===== config.mk =====
export PLATFORM = sky130hd
export DESIGN_NAME = mem_access_unit
export DESIGN_NICKNAME = d
export VERILOG_FILES = /design/src/rtl/mem_access_pkg.sv /design/src/rtl/ldst_extend.sv /design/src/rtl/mem_access_unit.sv
export SDC_FILE = /design/constraint.sdc
export NUM_CORES = 1
export LEC_CHECK = 0
export ABC_AREA = 0
export BUFFER_PORTS_ARGS = -buffer_cell sky130_fd_sc_hd__buf_2
export CORE_UTILIZATION = 45
export CTS_BUF_LIST = sky130_fd_sc_hd__clkbuf_4
export CTS_CLUSTER_SIZE = 16
export DETAILED_ROUTE_END_ITERATION = 10
export PLACE_DENSITY = 0.69
export SLEW_MARGIN = 20
export SYNTH_ARGS = -nofsm -noshare
export SYNTH_HDL_FRONTEND = slang
export SYNTH_SLANG_ARGS = --single-unit

===== constraint.sdc =====
create_clock -name CLK -period 2.3 [get_ports CLK]
set_clock_uncertainty 0.1 [all_clocks]
set_input_delay 0.115 -clock CLK [delete_from_list [all_inputs] [get_ports CLK]]
set_output_delay 0.115 -clock CLK [all_outputs]
set_load 0.02 [all_outputs]

===== src/rtl/mem_access_pkg.sv =====
// Shared definitions for the data-memory access path: request width codes,
// FSM state codes and the beat-count helper.
package mem_access_pkg;

  localparam logic [1:0] W_BYTE    = 2'b00;
  localparam logic [1:0] W_HALF    = 2'b01;
  localparam logic [1:0] W_ILLEGAL = 2'b10;
  localparam logic [1:0] W_WORD    = 2'b11;

  typedef enum logic [1:0] {
    S_IDLE = 2'b00,
    S_XFER = 2'b01,
    S_DONE = 2'b10
  } state_t;

  // Number of byte beats needed for a width code; illegal width maps to 1
  // but never reaches the transfer state.
  function automatic logic [2:0] beats(input logic [1:0] w);
    logic [2:0] n;
    unique case (w)
      W_BYTE:  n = 3'd1;
      W_HALF:  n = 3'd2;
      W_WORD:  n = 3'd4;
      default: n = 3'd1;
    endcase
    return n;
  endfunction

endpackage


===== src/rtl/ldst_extend.sv =====
// Load-data extender: takes a right-justified raw load value and widens it
// to 32 bits with zero or sign extension according to the access width.
module ldst_extend
  import mem_access_pkg::*;
(
  input  logic [31:0] raw,
  input  logic [1:0]  width,
  input  logic        sign,
  output logic [31:0] ext
);

  logic signBit;

  // Pick the top bit of the accessed field and replicate it when signed.
  always_comb begin
    signBit = 1'b0;
    ext     = raw;
    unique case (width)
      W_BYTE: begin
        signBit = sign & raw[7];
        ext     = {{24{signBit}}, raw[7:0]};
      end
      W_HALF: begin
        signBit = sign & raw[15];
        ext     = {{16{signBit}}, raw[15:0]};
      end
      default: ext = raw;
    endcase
  end

endmodule


===== src/rtl/mem_access_unit.sv =====
// Initiator side of the byte-wide data-memory interface. One load/store
// request (byte/half/word, big-endian, unaligned allowed) is carried out
// one byte per cycle; loads are assembled and extended into rdata.
module mem_access_unit
  import mem_access_pkg::*;
#(
  parameter int ADDR_W = 8
) (
  input  logic              CLK,
  input  logic              RST_n,
  input  logic              start,
  input  logic              is_store,
  input  logic [1:0]        width,
  input  logic              load_sign,
  input  logic [31:0]       addr,
  input  logic [31:0]       wdata,
  output logic              busy,
  output logic              done,
  output logic              err,
  output logic [31:0]       rdata,
  output logic [ADDR_W-1:0] mem_addr,
  output logic              mem_we,
  output logic [7:0]        mem_wdata,
  input  logic [7:0]        mem_rdata
);

  state_t      state;
  logic [1:0]  beatCnt;
  logic        reqStore;
  logic [1:0]  reqWidth;
  logic        reqSign;
  logic [31:0] storeShift;
  logic [23:0] asmReg;
  logic [31:0] asmNext;
  logic [31:0] extValue;
  logic [31:0] alignedWdata;
  logic [1:0]  lastBeat;
  logic        unusedAddrBits;

  // Only the low ADDR_W address bits reach the memory.
  assign unusedAddrBits = ^addr;

  assign asmNext  = {asmReg, mem_rdata};
  assign lastBeat = 2'(beats(reqWidth) - 3'd1);

  ldst_extend uExtend (
    .raw   (asmNext),
    .width (reqWidth),
    .sign  (reqSign),
    .ext   (extValue)
  );

  // Left-align store data so the most significant accessed byte goes out first.
  always_comb begin
    alignedWdata = wdata;
    unique case (width)
      W_BYTE:  alignedWdata = {wdata[7:0], 24'h0};
      W_HALF:  alignedWdata = {wdata[15:0], 16'h0};
      default: alignedWdata = wdata;
    endcase
  end

  // Request FSM with registered memory-side and completion outputs.
  always_ff @(posedge CLK or negedge RST_n) begin
    if (!RST_n) begin
      state      <= S_IDLE;
      beatCnt    <= 2'd0;
      reqStore   <= 1'b0;
      reqWidth   <= W_BYTE;
      reqSign    <= 1'b0;
      storeShift <= 32'h0;
      asmReg     <= 24'h0;
      busy       <= 1'b0;
      done       <= 1'b0;
      err        <= 1'b0;
      rdata      <= 32'h0;
      mem_addr   <= '0;
      mem_we     <= 1'b0;
      mem_wdata  <= 8'h0;
    end else begin
      unique case (state)
        S_IDLE: begin
          if (start) begin
            reqStore <= is_store;
            reqWidth <= width;
            reqSign  <= load_sign;
            beatCnt  <= 2'd0;
            asmReg   <= 24'h0;
            busy     <= 1'b1;
            if (width == W_ILLEGAL) begin
              state <= S_DONE;
              done  <= 1'b1;
              err   <= 1'b1;
            end else begin
              state      <= S_XFER;
              mem_addr   <= addr[ADDR_W-1:0];
              mem_we     <= is_store;
              mem_wdata  <= alignedWdata[31:24];
              storeShift <= alignedWdata << 8;
            end
          end
        end
        S_XFER: begin
          asmReg <= asmNext[23:0];
          if (beatCnt == lastBeat) begin
            state  <= S_DONE;
            done   <= 1'b1;
            mem_we <= 1'b0;
            if (!reqStore) rdata <= extValue;
          end else begin
            beatCnt    <= beatCnt + 2'd1;
            mem_addr   <= mem_addr + ADDR_W'(1);
            mem_wdata  <= storeShift[31:24];
            storeShift <= storeShift << 8;
          end
        end
        S_DONE: begin
          state <= S_IDLE;
          done  <= 1'b0;
          err   <= 1'b0;
          busy  <= 1'b0;
        end
        default: state <= S_IDLE;
      endcase
    end
  end

endmodule


* Word level (Yosys, flattened, before mapping)
Cells that the tools add are included.
** Word-level totals
- Register bits after elaboration :: 116
- Input port bits :: 79
- Output and inout bits :: 52
- Word-level logic and storage cells :: 83
** Operators by class
- Add/sub/neg operators :: 3
- Eq/ne operators :: 12
- Mux-type cells :: 35
- Bitwise gates (word level) :: 3
- Reduce and logical (&&, ||, !) cells :: 16
** Operators with widths (count)
- $pmux W32 S2 :: 3
- $mux W32 :: 3
- $mux W8 :: 6
- $pmux W24 S2 :: 1
- $pmux W8 S2 :: 2
- $mux W24 :: 1
- $pmux W2 S2 :: 3
- $reduce_and A4 Y1 :: 3
- $mux W2 :: 5
- $ne A2 B2 Y1 const B :: 5
- $reduce_and A3 Y1 :: 3
- $add A8 B1 Y8 const B :: 1
- $reduce_and A2 Y1 :: 4
- $mux W1 :: 7
- $eq A2 B1 Y1 const B :: 3
- $eq A2 B2 Y1 const B :: 3
- $logic_not A2 Y1 :: 3
- $pmux W1 S2 :: 3
- $reduce_bool A2 Y1 :: 2
- $pmux W1 S3 :: 1
- $reduce_bool A3 Y1 :: 1
- $add A2 B1 Y2 const B :: 1
- $and A1 B1 Y1 :: 2
- $eq A2 B2 Y1 :: 1
- other kinds (2) :: 2

* Logic depth before layout (Yosys ltp)
Gate-level depths: netlist (run 1).
- Depth in word-level cells :: 6
- Depth in mapped cells :: 7
- Gate-level depth less buffers :: 5

* Modules after synthesis
Synthesis (run 1) repeated with hierarchy kept, for this count alone.
** Second synthesis, totals
- Cell total of the unflattened synthesis :: 479
- Area, all modules :: 5422.7 sq um
** Modules (own cells, without submodules)
- mem_access_unit :: instances 1, cells an instance 413, area each 5037.3 sq um, sequential area each 2702.6 sq um
- ldst_extend :: instances 1, cells an instance 66, area each 385.4 sq um, sequential area each 0.0 sq um

* Least setup slack after synthesis (run 1)
Ideal clock, no wire load.
- Path kind :: register to register
- Start point :: register state[0]
- End point :: register storeShift[16]
- Library setup time :: 0.125 ns
- Data arrival time :: 1.712 ns
- Data required time :: 2.075 ns
- Slack :: 0.363 ns
- Cell stages (with the launch flop) :: 6
- Period minus slack after synthesis :: 1.937 ns
- Cell sequence :: dfrtp_1 nor3b_1 nand2_1 nand2_1 buf_4 mux2_2
** On the way
- Word-level cells in the longest chain between the ends :: 3
- Elaborated cells between the ends (all ways) :: 8
- Classes of those cells :: 4 x eq/ne; 1 x mux; 3 x reduce/logical
** Ends and longest elaborated chain
- from (decl) :: line mem_access_unit.sv:27 : state_t state;
- from (signal assigned) :: line mem_access_unit.sv:66 : state <= S_IDLE;
- from (signal assigned) :: line mem_access_unit.sv:91 : state <= S_DONE;
- from (signal assigned) :: line mem_access_unit.sv:95 : state <= S_XFER;
- $eq A2 B1 Y1 or $logic_not A2 Y1 (tied branches) :: line mem_access_unit.sv:81 : unique case (state)
- $ne A2 B2 Y1 (no source line) or $reduce_bool A2 Y1 (tied branches)
- $reduce_and A4 Y1 (no source line)
- to (signal assigned) :: line mem_access_unit.sv:99 : storeShift <= alignedWdata << 8;
- to (signal assigned) :: line mem_access_unit.sv:114 : storeShift <= storeShift << 8;
- to (decl) :: line mem_access_unit.sv:32 : logic [31:0] storeShift;
Parallel ways exist; a longest one is shown, timed or not.
A chain may end at the register's enable or synchronous reset.

* Final worst setup path (run 1)
- Start point :: register beatCnt[1]
- End point :: register rdata[5]
** On the way
- Word-level cells in the longest chain between the ends :: 2
** Ends and longest elaborated chain
- from (decl) :: line mem_access_unit.sv:28 : logic [1:0] beatCnt;
- from (signal assigned) :: line mem_access_unit.sv:111 : beatCnt <= beatCnt + 2'd1;
- $eq A2 B2 Y1 :: line mem_access_unit.sv:105 : if (beatCnt == lastBeat) begin
- $reduce_and A3 Y1 (no source line)
- to (signal assigned) :: line mem_access_unit.sv:109 : if (!reqStore) rdata <= extValue;
- to (decl) :: line mem_access_unit.sv:20 : output logic [31:0] rdata,
Every way passes these cells.

==> out/results.tsv, run 1 <==
stage	metric	value	unit
yosys	synth_area_leaders	dfrtp_1 52%, nand2_1 5.4%, mux2i_1 5.0%	
placed_design	portBuffers	106	
global_route	grt_max_degree	51	
routing	drc	0	
routing	drt_first_pass_iters	5	
floorplanning	dieArea	12000	sq um
floorplanning	fp.dieH	109	um
finish	regArea	2700	sq um
critical_path	path_cells	xnor2_2 > a31oi_2 > or3_2 > buf_4 > mux2_4	
flow_run	drv_cap	0	
critical_path	crit_slowest_cell	dfrtp_1	
timing	whs	0.112	ns
timing	period_minus_slack	2.06	ns
placed_design	place_hpwl	8460	um
clock_network	cts_sinks	108	
clock_network	cts_buffers	9	
power	p_per_area	1310	nW/um^2
timing	rsz0062_at_grt	no	
critical_path	path_class	flop to flop	
clock_network	cts.htree.levels	3	
timing	setup_tns	0	ns
finish	num-fill-cells	933	
power	power	8.69	mW
global_route	grt_pass1_wl	22100	um
yosys	synth_top_area_frac	0.521	
yosys	synth_seq_cells	108	
finish	syn2layout_area_growth	27.7	%
finish	drive_gt1_frac	0.285	
critical_path	critPathMaxFanout	14	
clock_network	postCtsSetupRepairBufs	0	
floorplanning	start_util	0.470	
placed_design	gp_congestion	0.803	
clock_network	ctsRootBufferMaster	clkbuf_4	
routing	routed_via_density	5.62	
yosys	syn_avg_cell_area	10.5	sq um
timing	finalCritPeriodShare	0.895	
finish	final_net_count	728	
yosys	yosysSeqAreaShare	0.521	
yosys	yosys.area.top_type	dfrtp_1	
critical_path	cpPeakStageDelay	0.49	ns
global_route	antenna_found_initial	1	
clock_network	clk_latency	0.45	ns
routing	antenna_left	0	
critical_path	critPathBufInv	1	
finish	mostFrequentLayoutCell	dfrtp_1	
routing	drt-total-wl	13700	um
yosys	syn_area	5190	sq um
yosys	async_flop_share	1.00	
critical_path	start_kind	flop	
floorplanning	io_pins	131	
power	max-vdd-ir-drop	530	uV
critical_path	cp_top_family	flip-flops	
critical_path	critical_path_arrival	2.31	ns
yosys	syn_inst	495	
worst_hold_path	hold_path.class	input port to asynchronous set/reset pin	
timing	tightest_slew	0.990	ns
finish	multi_input_area	2230	sq um
routing	vias	4465	
routing	drt_iter0_drc	303	
timing	slew_viol_final	0	
global_route	gr-total-overflow	0	
yosys	syn-num-nets	575	
clock_network	clk_pin_slew_worst_paths	0.17	ns
finish	fin_area	6620	sq um
yosys	synth_flop_cell	dfrtp_1	
global_route	grt_pass1_vias	4464	
routing	wl_per_cell	17.3	um
floorplanning	core	11000	sq um
yosys	synth-edff-count	0	
yosys	ys_types	51	
power	leakage	3.34	nW
floorplanning	rows	38	
critical_path	cp-end-kind	flop	
placed_design	placed_area	5910	sq um
timing	max_freq	486	MHz
timing	hold_viol	0	
floorplanning	fp.dieW	109	um
timing	slew_headroom	0.340	
finish	mostFrequentLayoutCells	108 x dfrtp_1, 105 x buf_2, 74 x nand2_1	
global_route	track_usage	0.241	
clock_network	cts_tree	built	
critical_path	r2r_start	beatCnt[1]	
timing	setup_viol	0	
critical_path	worst_ep_required_time	2.55	ns
status	status	complete, no violations	
critical_path	critPathLaunch	beatCnt[1]	
yosys	yosysWarnings	0	
clock_network	clockBufferDepth	2	
final timing paths:
check / endpoint / slack [ns] / depth (start not counted)
max: rdata[5] / 0.24 / 5
min: rdata[23] / 0.11 / 2
max reg2reg: rdata[5] / 0.24 / 5
min reg2reg: reqStore / 0.40 / 2
max in group asynchronous: reqStore / 1.21 / 3
min in group CLK: reqWidth[0] / 0.12 / 3
repair_timing:
action | 4_1_cts | 5_1_grt
setup endpoints to repair | 0 | 14
resized for setup | 0 | 1
hold buffers | 53 | 0
hold endpoints to repair | 109 | 0
registers in the layout, indices dropped and copies added (netlist names):
signal	count
reqSign	1
mem_wdata	8
reqStore	1
mem_addr	8
reqWidth	2
storeShift	24
asmReg	24
done	1
err	1
state	2
beatCnt	2
busy	1
mem_we	1
rdata	32
cells in the mapped netlist, drive strengths merged, types with 3 or more instances:
master / number
nor2: 24
inv: 21
nor2b: 4
dfrtp: 108
nand2: 74
a21oi: 23
mux2: 32
a31oi: 12
clkbuf: 19
buf: 21
a22o: 24
nor3: 10
mux2i: 26
nand4: 9
o21ai: 22
nand3: 20
or3: 3
nor3b: 4
a221oi: 8
layout make-up:
type,instances,share of cell area
Sequential cell,108,0.408
Multi-Input combinational cell,326,0.337
Timing Repair Buffer,182,0.190
Tap cell,140,0.0264
Clock inverter,6,0.0145
Inverter,21,0.0119
Clock buffer,10,0.0113
Antenna cell,1,0.000378
cells by family (layout without fill, tap and decap cells):
| logic type | after synthesis | after routing | share of synthesized area |
|---|---|---|---|
| compound gates | 109 | 109 | 0.150 |
| xor+xnor | 1 | 1 | 0.00314 |
| fa+ha+maj | 1 | 1 | 0.00241 |
| buf+inv | 61 | 219 | 0.0521 |
| flops | 108 | 108 | 0.521 |
| mux | 58 | 58 | 0.130 |
| other cells | 0 | 1 | 0 |
| simple gates | 157 | 157 | 0.142 |
metal layers:
metal  vias up  track usage  wire length (um)
li1       2079            -                 -
met1      2174        0.309              5800
met2       177        0.407              6890
met3        35       0.0427               715
met4         0       0.0914               316
met5         -            0                 0
power by group:
part,internal (mW),leakage (nW),switching (mW)
clock,0.465,0.0887,0.638
combinational,1.86,1.88,2.44
sequential,2.70,1.37,0.591
through the flow:
stage / util / cells / worst slack [ns]
4_1_cts: 0.600 / 793 / 0.160
5_1_grt: 0.600 / 794 / 0.138
3_5_place_dp: 0.536 / 724 / 0.211
6_report: 0.600 / 794 / 0.242
2_1_floorplan: - / 495 / 0.363
3_3_place_gp: 0.536 / 724 / 0.214
(Power assumes the default switching activity.)
==> run 2, diff against run 1 <==
--- a/config.mk
+++ b/config.mk
@@ -12,6 +12,7 @@
 export CTS_CLUSTER_SIZE = 16
 export DETAILED_ROUTE_END_ITERATION = 10
 export PLACE_DENSITY = 0.69
+export RECOVER_POWER = 100
 export SLEW_MARGIN = 20
 export SYNTH_ARGS = -nofsm -noshare
 export SYNTH_HDL_FRONTEND = slang
==> run 2 against run 1 <==
Highest routed layer unchanged. Total power fell by 3.4%. Wire length rose by 0.17%. Clock power barely moved. Sequential share of layout area rose by 1.0 points. Final area fell by 2.4%. Worst hold slack improved by 0.018 ns. Cell count did not move. Critical path type unchanged. Largest cell class unchanged.
==> out/results.tsv, run 2 (synthesis gave the netlist of run 1 again) <==
stage	metric	value	unit	change
placed_design	dp.cells	724		unchanged
power	net-switching-power	3.64	mW	-0.63%
finish	reg.largest.list	rdata (32), asmReg (24), storeShift (24)		
critical_path	path_cells	buf_4 > nor2b_4 > clkbuf_2 > buf_4 > a22o_1		
global_route	grt_max_degree	51		unchanged
placed_design	place_hpwl	8460	um	unchanged
power	leakage	3.09	nW	-7.5%
finish	mostFrequentLayoutCell	dfrtp_1		
timing	whs	0.130	ns	+0.0184 ns
floorplanning	rows	38		unchanged
critical_path	start_kind	flop		
timing	finalCritPeriodShare	0.907		+0.0117
clock_network	cts_sinks	108		unchanged
critical_path	critPathMaxFanout	24		+10
critical_path	cpPeakStageDelay	0.50	ns	about the same
placed_design	gp_congestion	0.803		unchanged
global_route	track_usage	0.241		unchanged
global_route	gr-total-overflow	0		unchanged
clock_network	cts.htree.levels	3		unchanged
finish	instances_no_fill	794		unchanged
clock_network	cts_tree	built		
floorplanning	fp.dieH	109	um	unchanged
routing	vias	4462		-0.067%
timing	slew_viol_final	0		unchanged
critical_path	critical_path_arrival	2.36	ns	+0.05 ns
critical_path	cp-end-kind	flop		
finish	regMostFlops	rdata		
timing	period_minus_slack	2.08	ns	+0.0269 ns
status	status	complete, no violations		
floorplanning	fp.dieW	109	um	unchanged
clock_network	cts_buffers	9		unchanged
global_route	antenna_found_initial	1		unchanged
clock_network	clk_pin_slew_worst_paths	0.17	ns	about the same
floorplanning	dieArea	12000	sq um	unchanged
power	max-vdd-ir-drop	514	uV	-3.0%
routing	routed_via_density	5.62		about the same
global_route	met1_usage	0.309		unchanged
routing	drt_first_pass_iters	5		unchanged
routing	drc	0		unchanged
global_route	grt_pass1_wl	22100	um	unchanged
critical_path	crit_slowest_cell	nor2b_4		
clock_network	ctsRootBufferMaster	clkbuf_4		
critical_path	critPathBufInv	3		+2
placed_design	portBuffers	106		unchanged
global_route	grt_pass1_vias	4464		unchanged
power	pwr-share-seq	0.392		+0.013
critical_path	cp_top_family	buffers and inverters		
floorplanning	io_pins	131		unchanged
finish	syn2layout_area_growth	24.6	%	
worst_hold_path	hold_path.class	input port to flop		
critical_path	cp_common_cell	buf_4		
power	p_per_area	1300	nW/um^2	-0.98%
floorplanning	core	11000	sq um	unchanged
critical_path	path_class	flop to flop		
clock_network	clockBufferDepth	2		unchanged
flow_run	drv_cap	0		unchanged
routing	wl_per_cell	17.3	um	+0.17%
critical_path	worst_ep_required_time	2.58	ns	+0.03 ns
global_route	use_met3	0.0427		unchanged
finish	final_net_count	728		unchanged
timing	slew_headroom	0.185		-0.155
power	pwr-share-comb	0.478		-0.016
global_route	grt_use_met2	0.407		unchanged
finish	mostFrequentLayoutCells	108 x dfrtp_1, 74 x nand2_1, 56 x clkbuf_1		
timing	hold_viol	0		unchanged
routing	antenna_left	0		unchanged
global_route	top_usage_layer	met2		
timing	tightest_slew	1.22	ns	+0.233 ns
power	internal_power	4.75	mW	-5.4%
floorplanning	start_util	0.470		unchanged
finish	largest_reg_flops	32		unchanged
power	swShare	0.434		+0.0120
timing	rsz0062_at_grt	no		
routing	drt-total-wl	13700	um	+0.17%
finish	num-fill-cells	983		+5.4%
timing	setup_viol	0		unchanged
timing	max_freq	480	MHz	-1.3%
clock_network	clk_latency	0.45	ns	about the same
finish	drive_gt1_frac	0.179		-0.106
power	clockPowerShare	0.131		+0.004
timing	setup_tns	0	ns	unchanged
routing	drt_iter0_drc	290		-4.3%
-- run 2: cell count changes in the layout (fill, tap and decap cells not counted), sizes merged --
| cell | change |
|---|---|
| buf | -62 |
| clkbuf | +62 |
-- run 2: final timing paths --
kind                          start  cells past startpoint           to  slack [ns]
setup / recovery           state[0]                      5   asmReg[14]        0.22
min in group asynchronous     RST_n                      2    rdata[27]        0.34
setup reg to reg           state[0]                      5   asmReg[14]        0.22
hold reg to reg            reqStore                      2     reqStore        0.40
max in group asynchronous     RST_n                      3   asmReg[14]        0.52
hold / removal             width[0]                      3  reqWidth[0]        0.13
-- run 2: area by class of cell --
| cell class | instances | area [sq um] | area share |
|---|---|---|---|
| sequential | 108 | 2700 | 0.418 |
| inverter | 21 | 78.8 | 0.0122 |
| tap | 140 | 175 | 0.0271 |
| clock inverter | 6 | 96.3 | 0.0149 |
| timing repair buffer | 182 | 1160 | 0.179 |
| multi-input combinational | 326 | 2180 | 0.337 |
| clock buffer | 10 | 75.1 | 0.0116 |
| antenna | 1 | 2.50 | 0.000387 |
-- run 2: stage by stage --
stage	cell area [sq um]	setup WS (ns)	util	total power, mW
4_1_cts	6620	0.160	0.600	8.70
2_1_floorplan	5190	0.363	-	6.21
3_3_place_gp	5910	0.214	0.536	7.41
5_1_grt	6460	0.102	0.586	9.04
3_5_place_dp	5910	0.211	0.536	7.53
6_report	6460	0.215	0.586	8.40
-- run 2: power by group through the flow --
stage               combinational [mW]  clock [mW]  sequential, mW
floorplan                         2.56           0            3.65
global placement                  4.12           0            3.29
detailed placement                4.21           0            3.32
CTS                               4.29        1.13            3.28
global route                      4.42        1.22            3.39
finish                            4.01        1.10            3.29
-- run 2: per-layer routing --
layer,vias up,part of all wire
met3,38,0.061
met5,-,0
met2,180,0.50
met4,0,0.026
met1,2165,0.41
li1,2079,-
-- run 2: worst reg2reg max path: stages, from the launching register on --
cell,delay [ns]
dfrtp_1,0.40
buf_4,0.22
nor2b_4,0.50
clkbuf_2,0.32
buf_4,0.31
a22o_1,0.19
-- run 2: repair_timing --
action | in CTS | in global routing
hold buffers | 53 | 0
hold endpoints to repair | 109 | 0
resized for setup | 0 | 1
setup buffers | 0 | 0
setup endpoints to repair | 0 | 14
